File: src/rtl/msgPass_config_pkg.sv
// ---------------------------------------------------------------------------
// msgPass_config_pkg
// Shared configuration for the message-passing buffer of the layered LDPC
// decoder: buffer geometry, write-arbiter requester count, and the record
// types used for write requests and write-port drive.
// ---------------------------------------------------------------------------
package msgPass_config_pkg;

    localparam int unsigned MSGPASS_BUFF_RDATA_WIDTH = 16;
    localparam int unsigned MSGPASS_BUFF_ADDR_WIDTH  = 8;
    localparam int unsigned MSGPASS_WR_NUM_REQ       = 4;

    typedef struct packed {
        logic [MSGPASS_BUFF_ADDR_WIDTH-1:0]  addr;
        logic [MSGPASS_BUFF_RDATA_WIDTH-1:0] data;
    } msgpass_wr_req_t;

    typedef struct packed {
        logic                                wen;
        logic [MSGPASS_BUFF_ADDR_WIDTH-1:0]  addr;
        logic [MSGPASS_BUFF_RDATA_WIDTH-1:0] data;
    } msgpass_wr_port_t;

endpackage

File: src/rtl/msgpass_rr_dual_picker.sv
// ---------------------------------------------------------------------------
// msgpass_rr_dual_picker
// Purely combinational round-robin picker for two write slots.
// Scans requesters starting at ptr_i: the first valid one takes slot A, the
// next valid one with a different address takes slot B. Requesters whose
// address equals slot A's are skipped for this cycle.
// Ports:
//   valid_i     [NUM_REQ]         request vector
//   addr_i      [NUM_REQ*ADDR_W]  packed addresses, req0 at LSBs
//   ptr_i       [PTR_W]           current round-robin start index
//   grantA_o    [NUM_REQ]         one-hot slot-A grant (or zero)
//   grantB_o    [NUM_REQ]         one-hot slot-B grant (or zero)
//   next_ptr_o  [PTR_W]           one past the last granted index in scan order
// ---------------------------------------------------------------------------
module msgpass_rr_dual_picker
    import msgPass_config_pkg::*;
#(
    parameter int unsigned NUM_REQ = MSGPASS_WR_NUM_REQ,
    parameter int unsigned ADDR_W  = MSGPASS_BUFF_ADDR_WIDTH,
    parameter int unsigned PTR_W   = (NUM_REQ > 1) ? $clog2(NUM_REQ) : 1
) (
    input  logic [NUM_REQ-1:0]        valid_i,
    input  logic [NUM_REQ*ADDR_W-1:0] addr_i,
    input  logic [PTR_W-1:0]          ptr_i,
    output logic [NUM_REQ-1:0]        grantA_o,
    output logic [NUM_REQ-1:0]        grantB_o,
    output logic [PTR_W-1:0]          next_ptr_o
);

    always_comb begin
        logic              found_a;
        logic              found_b;
        logic [ADDR_W-1:0] addr_a;
        int unsigned       idx;
        found_a    = 1'b0;
        found_b    = 1'b0;
        addr_a     = '0;
        idx        = 0;
        grantA_o   = '0;
        grantB_o   = '0;
        next_ptr_o = ptr_i;
        for (int unsigned k = 0; k < NUM_REQ; k++) begin
            idx = (32'(ptr_i) + k) % NUM_REQ;
            if (valid_i[idx]) begin
                if (!found_a) begin
                    found_a       = 1'b1;
                    grantA_o[idx] = 1'b1;
                    addr_a        = addr_i[idx*ADDR_W +: ADDR_W];
                    next_ptr_o    = PTR_W'((idx + 1) % NUM_REQ);
                end else if (!found_b && (addr_i[idx*ADDR_W +: ADDR_W] != addr_a)) begin
                    // Slot B is always later in scan order, so it overrides next_ptr.
                    found_b       = 1'b1;
                    grantB_o[idx] = 1'b1;
                    next_ptr_o    = PTR_W'((idx + 1) % NUM_REQ);
                end
            end
        end
    end

endmodule

File: src/rtl/msgpass_buff_wr_arbiter.sv
// ---------------------------------------------------------------------------
// msgpass_buff_wr_arbiter
// Shares the two write ports (A/B) of the message-passing buffer among
// NUM_REQ producers. Up to two grants per cycle, round-robin, never two
// writes to the same address in one cycle. Write ports are registered
// (1-cycle latency); wr_count_o counts accepted writes modulo 2^CNT_W.
// Ports:
//   clk_i, rst        clock, synchronous active-high reset
//   stall_i           blocks all grants this cycle
//   req_valid_i       per-requester write request
//   req_addr_i        packed addresses, req0 at LSBs
//   req_data_i        packed data, req0 at LSBs
//   req_ready_o       grant (transfer = valid & ready, same cycle)
//   wen/waddr/wdata_portA_o, wen/waddr/wdata_portB_o   registered write ports
//   wr_count_o        accepted-write counter
// ---------------------------------------------------------------------------
module msgpass_buff_wr_arbiter
    import msgPass_config_pkg::*;
#(
    parameter int unsigned NUM_REQ = MSGPASS_WR_NUM_REQ,
    parameter int unsigned DATA_W  = MSGPASS_BUFF_RDATA_WIDTH,
    parameter int unsigned ADDR_W  = MSGPASS_BUFF_ADDR_WIDTH,
    parameter int unsigned CNT_W   = 16
) (
    input  logic                      clk_i,
    input  logic                      rst,
    input  logic                      stall_i,
    input  logic [NUM_REQ-1:0]        req_valid_i,
    input  logic [NUM_REQ*ADDR_W-1:0] req_addr_i,
    input  logic [NUM_REQ*DATA_W-1:0] req_data_i,
    output logic [NUM_REQ-1:0]        req_ready_o,
    output logic                      wen_portA_o,
    output logic [ADDR_W-1:0]         waddr_portA_o,
    output logic [DATA_W-1:0]         wdata_portA_o,
    output logic                      wen_portB_o,
    output logic [ADDR_W-1:0]         waddr_portB_o,
    output logic [DATA_W-1:0]         wdata_portB_o,
    output logic [CNT_W-1:0]          wr_count_o
);

    localparam int unsigned PTR_W = (NUM_REQ > 1) ? $clog2(NUM_REQ) : 1;

    logic [PTR_W-1:0]   ptr_q, ptr_d;
    logic [NUM_REQ-1:0] grant_a, grant_b;
    logic               take_a, take_b;
    logic [ADDR_W-1:0]  addr_a, addr_b;
    logic [DATA_W-1:0]  data_a, data_b;

    logic               wen_a_q, wen_b_q;
    logic [ADDR_W-1:0]  addr_a_q, addr_b_q;
    logic [DATA_W-1:0]  data_a_q, data_b_q;
    logic [CNT_W-1:0]   count_q;

    msgpass_rr_dual_picker #(
        .NUM_REQ (NUM_REQ),
        .ADDR_W  (ADDR_W),
        .PTR_W   (PTR_W)
    ) u_picker (
        .valid_i    (req_valid_i),
        .addr_i     (req_addr_i),
        .ptr_i      (ptr_q),
        .grantA_o   (grant_a),
        .grantB_o   (grant_b),
        .next_ptr_o (ptr_d)
    );

    // Ready is gated by rst as well so nothing is handed over during reset.
    assign take_a      = (|grant_a) & ~stall_i & ~rst;
    assign take_b      = (|grant_b) & ~stall_i & ~rst;
    assign req_ready_o = (stall_i | rst) ? '0 : (grant_a | grant_b);

    always_comb begin
        addr_a = '0;
        data_a = '0;
        addr_b = '0;
        data_b = '0;
        for (int unsigned i = 0; i < NUM_REQ; i++) begin
            if (grant_a[i]) begin
                addr_a = req_addr_i[i*ADDR_W +: ADDR_W];
                data_a = req_data_i[i*DATA_W +: DATA_W];
            end
            if (grant_b[i]) begin
                addr_b = req_addr_i[i*ADDR_W +: ADDR_W];
                data_b = req_data_i[i*DATA_W +: DATA_W];
            end
        end
    end

    always_ff @(posedge clk_i) begin
        if (rst) begin
            ptr_q    <= '0;
            wen_a_q  <= 1'b0;
            wen_b_q  <= 1'b0;
            addr_a_q <= '0;
            addr_b_q <= '0;
            data_a_q <= '0;
            data_b_q <= '0;
            count_q  <= '0;
        end else begin
            wen_a_q <= take_a;
            wen_b_q <= take_b;
            // Address/data hold when the port is not written.
            if (take_a) begin
                addr_a_q <= addr_a;
                data_a_q <= data_a;
            end
            if (take_b) begin
                addr_b_q <= addr_b;
                data_b_q <= data_b;
            end
            if (take_a) begin
                ptr_q <= ptr_d;
            end
            count_q <= count_q + CNT_W'(take_a) + CNT_W'(take_b);
        end
    end

    assign wen_portA_o   = wen_a_q;
    assign waddr_portA_o = addr_a_q;
    assign wdata_portA_o = data_a_q;
    assign wen_portB_o   = wen_b_q;
    assign waddr_portB_o = addr_b_q;
    assign wdata_portB_o = data_b_q;
    assign wr_count_o    = count_q;

endmodule

File: config.mk
export PLATFORM = sky130hd
export DESIGN_NAME = msgpass_buff_wr_arbiter
export DESIGN_NICKNAME = d
export VERILOG_FILES = /design/src/rtl/msgPass_config_pkg.sv /design/src/rtl/msgpass_rr_dual_picker.sv /design/src/rtl/msgpass_buff_wr_arbiter.sv
export SDC_FILE = /design/constraint.sdc
export NUM_CORES = 1
export LEC_CHECK = 0
export CAP_MARGIN = 15
export CELL_PAD_IN_SITES_DETAIL_PLACEMENT = 1
export CELL_PAD_IN_SITES_GLOBAL_PLACEMENT = 2
export CORE_MARGIN = 2
export CORE_UTILIZATION = 30
export CTS_BUF_LIST = sky130_fd_sc_hd__clkbuf_4 sky130_fd_sc_hd__clkbuf_8
export DETAILED_ROUTE_END_ITERATION = 7
export GPL_TIMING_DRIVEN = 0
export PLACE_DENSITY = 0.83
export SLEW_MARGIN = 20
export SYNTH_ARGS = -nofsm -noshare
export SYNTH_HDL_FRONTEND = slang
export SYNTH_SLANG_ARGS = --single-unit
File: constraint.sdc
create_clock -name clk_i -period 7.4 [get_ports clk_i]
set_input_delay 1.85 -clock clk_i [delete_from_list [all_inputs] [get_ports clk_i]]
set_output_delay 1.85 -clock clk_i [all_outputs]
set_load 0.005 [all_outputs]
### Word-level counts from Yosys, hierarchy flattened

Cells that the tools add are included.
W data, S select, Z words.

* logic and storage cells: 127
* output and inout port bits: 70
* flip-flop bits (word level): 68

* reduce and logical (&&, ||, !) cells: 10
* bitwise operators: 13
* mux-type cells: 73
* shift-type cells: 4
* equality and inequality tests: 3
* magnitude comparators: 8
* add/subtract/negate cells: 8

Operators by type and width (number)
* $mux W16: 8
* $shiftx A32 B6 Y8: 4
* $mux W8: 13
* $mux W4: 17
* $add A16 B1 Y16: 2
* $ne A8 B8 Y1: 3
* $or A4 B4 Y4: 6
* $mux W2: 10
* $mux W1: 17
* $lt A2 B3 Y1 const B: 4
* $add A2 B1 Y2 const B: 4
* $bmux W1 S2: 4
* $demux W1 S2: 4
* $ge A2 B1 Y1 const B: 4
* $reduce_or A4 Y1: 2
* $logic_and A1 B1 Y1: 6
* $add A2 B2 Y2 const B: 2
* $and A1 B1 Y1: 4
* $logic_not A1 Y1: 2
* $not A1 Y1: 2
* $or A1 B1 Y1: 1

### Longest topological paths before layout

* depth in word-level cells: 21
* depth in mapped cells: 24

### Cells and area by module

A second synthesis with hierarchy kept.

* cells, all modules: 740
* area, all modules: 6428.7 um^2

By module, submodules not included
* msgpass_buff_wr_arbiter: cells each 466, times used 1, area each 3925.0 um^2
* msgpass_rr_dual_picker: cells each 274, times used 1, area each 2503.7 um^2

### Least setup slack after synthesis

No wires, ideal clock.

* path kind: input-to-output
* from: input port req_addr_i[13]
* to: output port req_ready_o[1]
* path slack: 632 ps
* arrival: 4918 ps
* path buffers: 2
* cell stages on the path: 11
* path through: clkbuf_1 -> mux4_2 -> xor2_1 -> a2111oi_1 -> a22oi_1 -> or4_4 -> a31oi_4 -> mux2i_1 -> buf_2 -> nor2_1 -> nor2_1

* word-level cells in the longest chain between the ends: 18
* elaborated cells between the ends (all ways): 35

Ends and longest elaborated chain
* from (decl): line msgpass_buff_wr_arbiter.sv:29 `input logic [NUM_REQ*ADDR_W-1:0] req_addr_i,`
* $shiftx A32 B6 Y8: line msgpass_rr_dual_picker.sv:48 `addr_a = addr_i[idx*ADDR_W +: ADDR_W];`
* $mux W8: line msgpass_rr_dual_picker.sv:44 `if (valid_i[idx]) begin`
* $ne A8 B8 Y1: line msgpass_rr_dual_picker.sv:50 `end else if (!found_b && (addr_i[idx*ADDR_W +: ADDR_W] != addr_a)) begin`
* $mux W1: line msgpass_rr_dual_picker.sv:50
* $mux W1: line msgpass_rr_dual_picker.sv:45 `if (!found_a) begin`
* $mux W1: line msgpass_rr_dual_picker.sv:44
* $logic_not A1 Y1: line msgpass_rr_dual_picker.sv:50
* $logic_and A1 B1 Y1: line msgpass_rr_dual_picker.sv:50
* [... 2 more ...]
* $mux W1: line msgpass_rr_dual_picker.sv:44
* $logic_not A1 Y1: line msgpass_rr_dual_picker.sv:50
* $logic_and A1 B1 Y1: line msgpass_rr_dual_picker.sv:50
* $mux W4: line msgpass_rr_dual_picker.sv:50
* $mux W4: line msgpass_rr_dual_picker.sv:45
* $mux W4 (*): line msgpass_rr_dual_picker.sv:44
* $or A4 B4 Y4 (*): line msgpass_buff_wr_arbiter.sv:70 `assign req_ready_o = (stall_i | rst) ? '0 : (grant_a | grant_b);`
* $mux W4 (*): line msgpass_buff_wr_arbiter.sv:70
* to (decl): line msgpass_buff_wr_arbiter.sv:31 `output logic [NUM_REQ-1:0] req_ready_o,`

Mark *: on every way between the ends. The rest lies on a longest branch, timed or not.

### Final worst setup path

* from: input port req_addr_i[20]
* to: output port req_ready_o[1]

The elaborated chain is that of the path after synthesis.

==> flow_summary.json <==
{
  "status": "finished, final reports clean",
  "final_nets": 1068,
  "max_freq_ghz": 0.137,
  "ys.flop_type": "dfxtp_1",
  "maxSlewViolCount": 0,
  "finalCritPeriodShare": 0.987,
  "postRouteAntennaNets": 0,
  "via_count": 7470,
  "place_congestion": 0.870,
  "synth_top_cell_by_area": "dfxtp_1",
  "rsz0062_at_grt": "false",
  "cts_tree": "built",
  "wirelength_um": 29700,
  "avgSynthCellArea_um2": 8.59,
  "drv_cap": 0,
  "slowest_stage": "mux4_2",
  "antenna_found_initial": 0,
  "clockBufferDepth": 2,
  "drive_above_1_share": 0.168,
  "synth-edff-count": 0,
  "dp_hpwl_um": 21900,
  "ys_async_sr_fraction": 0,
  "grt_overflow": 0,
  "wl_per_cell_um": 23.9,
  "synth_cells": 761,
  "place_area_um2": 8550,
  "fin_crit_ns": 7.31,
  "start_util": 0.302,
  "grt_pass1_wl_um": 45300,
  "drcViolationCount": 0,
  "dieArea_um2": 23000,
  "path_max_fanout": 8,
  "cp.arrival_ns": 5.46,
  "fp.dieH_um": 152,
  "die_x_um": 152,
  "worstPathRequired_ns": 5.55,
  "worstPathCellList": "dlygate4sd2_1 > mux4_2 > and4b_1 > a211oi_1 > o221a_2 > or4_4 > a31oi_4 > buf_4 > mux2i_4 > buf_6 > nor2_1 > nor2_1 > clkdlybuf4s50_1",
  "max-vdd-ir-drop_mv": 0.187,
  "drt_iter0_markers": 502,
  "io_pins": 173,
  "root_buffer": "clkbuf_8",
  "core_um2": 21600,
  "synth_top_area_share": 0.208,
  "cp_num_buf_inv": 4,
  "end_kind": "output pin",
  "num_rows": 54,
  "worst_slew_pin_slew_ns": 1.07,
  "first_global_vias": 7512,
  "clkTransAtPathRegs_ns": 0.08,
  "finalSetupViolCount": 0,
  "htreeDepth": 3,
  "port_buffers": 166,
  "crit_path_frequent_cell": "nor2_1",
  "syn_to_final_growth_pct": 39.2,
  "holdCritPathClass": "reg2reg",
  "yosysMostFrequentCell": "dfxtp_1",
  "path_class": "in2out",
  "cts_sinks": 68,
  "p_leak_uw": 0.00341,
  "cpPeakStageDelay_ns": 0.58,
  "ys_types": 78,
  "ys_warn_count": 0,
  "vias_per_cell": 6.00,
  "ys_seq_area_frac": 0.208,
  "powerDensity_nw_per_um2": 451,
  "grtUsageTotal": 0.258,
  "finalSetupTns_ns": 0,
  "synthesis.area_um2": 6540,
  "hold_viol_final": 0,
  "synth_area_leaders": "dfxtp_1 21%, mux4_2 12%, a22oi_1 6.1%, a221oi_2 4.8%, nor2_1 3.8%",
  "cts_buffers": 9,
  "dr.pass1.iters": 5,
  "startpoint_type": "input port",
  "design_area_um2": 9100,
  "yosys-top-cells-count": "68 x dfxtp_1, 66 x nor2_1, 53 x a22oi_1, 47 x inv_1, 44 x clkbuf_1",
  "relSlewSlack": 0.280,
  "clk_latency_ns": 0.36,
  "ys_seq_elements": 68,
  "synth.net_count": 870,
  "final_util": 0.421,
  "path_delay_family": "buffers and inverters",
  "fin_worst_skew_ns": 0.00966,
  "grt_max_degree": 16
}
## logic make-up (layout without fill, tap and decap cells)
kind of cell | Yosys count | in the layout | synth area share
compound gates | 268 | 268 | 0.324
xor+xnor | 35 | 35 | 0.0469
fa+ha+maj | 6 | 6 | 0.0126
buf+inv | 121 | 324 | 0.0867
flops | 68 | 68 | 0.208
mux | 53 | 53 | 0.152
other cells | 0 | 1 | 0
simple gates | 210 | 210 | 0.169
## worst register-to-register path: stages (launching register included)
cell and delay [ns]:
dfxtp_2 0.43, buf_6 0.21, buf_6 0.20, buf_6 0.20, buf_4 0.23, inv_1 0.11, ha_2 0.43, buf_4 0.23
clkbuf_4 0.25, mux4_2 0.40, nor4b_4 0.19, nand2_1 0.08, o211ai_1 0.08, buf_4 0.16, buf_4 0.17, o41ai_2 0.96
clkbuf_1 0.56, fa_1 0.29, inv_1 0.07, and3_1 0.18, clkbuf_1 0.20, nand3_1 0.17, xor2_1 0.16, nor2_1 0.05
## path summary, 6_finish.rpt
check | from | end | slack (ns) | depth (start not counted)
max | req_addr_i[20] | req_ready_o[1] | 0.09 | 13
min | wdata_portA_o[9] | wdata_portA_o[9] | 0.48 | 2
max reg2reg | ptr_q[0] | wr_count_o[15] | 1.25 | 23
min reg2reg | wdata_portA_o[9] | wdata_portA_o[9] | 0.48 | 2
## through the flow
stage	worst slack (ns)	total power, uW	hold slack [ns]	std cells
6_report	0.0946	4100	0.476	1245
5_1_grt	0.00739	4380	0.503	1244
3_3_place_gp	-1.22	3480	0.456	1207
3_5_place_dp	-1.19	3490	0.464	1207
2_1_floorplan	0.632	2490	0.467	761
4_1_cts	0.00313	4030	0.479	1237
## repair_timing
item,4_1_cts,5_1_grt
gates resized for setup,31,30
setup buffers,15,7
pin swaps,3,2
hold endpoints to repair,0,0
endpoints found under the setup margin,4,4
hold buffers,0,0
## layout make-up
| cell class | instances | area, um2 |
|---|---|---|
| Fill cell | 2569 | 12500 |
| Multi-Input combinational cell | 572 | 4710 |
| Timing Repair Buffer | 188 | 1870 |
| Sequential cell | 68 | 1360 |
| Buffer | 73 | 402 |
| Tap cell | 280 | 350 |
| Inverter | 47 | 180 |
| Clock buffer | 10 | 138 |
| Clock inverter | 6 | 86.3 |
| Antenna cell | 1 | 2.50 |
## sequential cells by signal, summed over array words and instances, names as in the netlist
register and count:
ptr_q 2, waddr_portA_o 8, waddr_portB_o 8, wdata_portA_o 16
wdata_portB_o 16, wen_portA_o 1, wen_portB_o 1, wr_count_o 16
## layout by cell type, fill, tap and decap left out, types with 12 or more instances in the layout
cell type        count
a211oi_1            27
a21oi_1             39
a221oi_2            22
a22oi_1             53
buf_4               25
buf_6               13
clkbuf_1            40
clkdlybuf4s50_1    140
dfxtp_1             67
dlymetal6s2s_1      20
inv_1               46
mux2i_1             12
mux4_2              36
nand2_1             28
nand3_1             42
nor2_1              66
o21ai_0             38
o221ai_1            25
or3_1               23
xor2_1              25
## layer usage
metal | up-vias | GRT usage | wire length, um
met5 | - | 0 | 0
met4 | 0 | 0.0745 | 603
met3 | 46 | 0.0473 | 1890
met2 | 312 | 0.417 | 13900
met1 | 3745 | 0.354 | 13300
li1 | 3367 | - | -
## report_power, final
group          switching, uW  total [uW]  internal [uW]
Combinational           1840        3170           1330
Clock                    171         370            199
Sequential              78.0         565            487
Note: power is estimated with default switching activity, not from simulation.
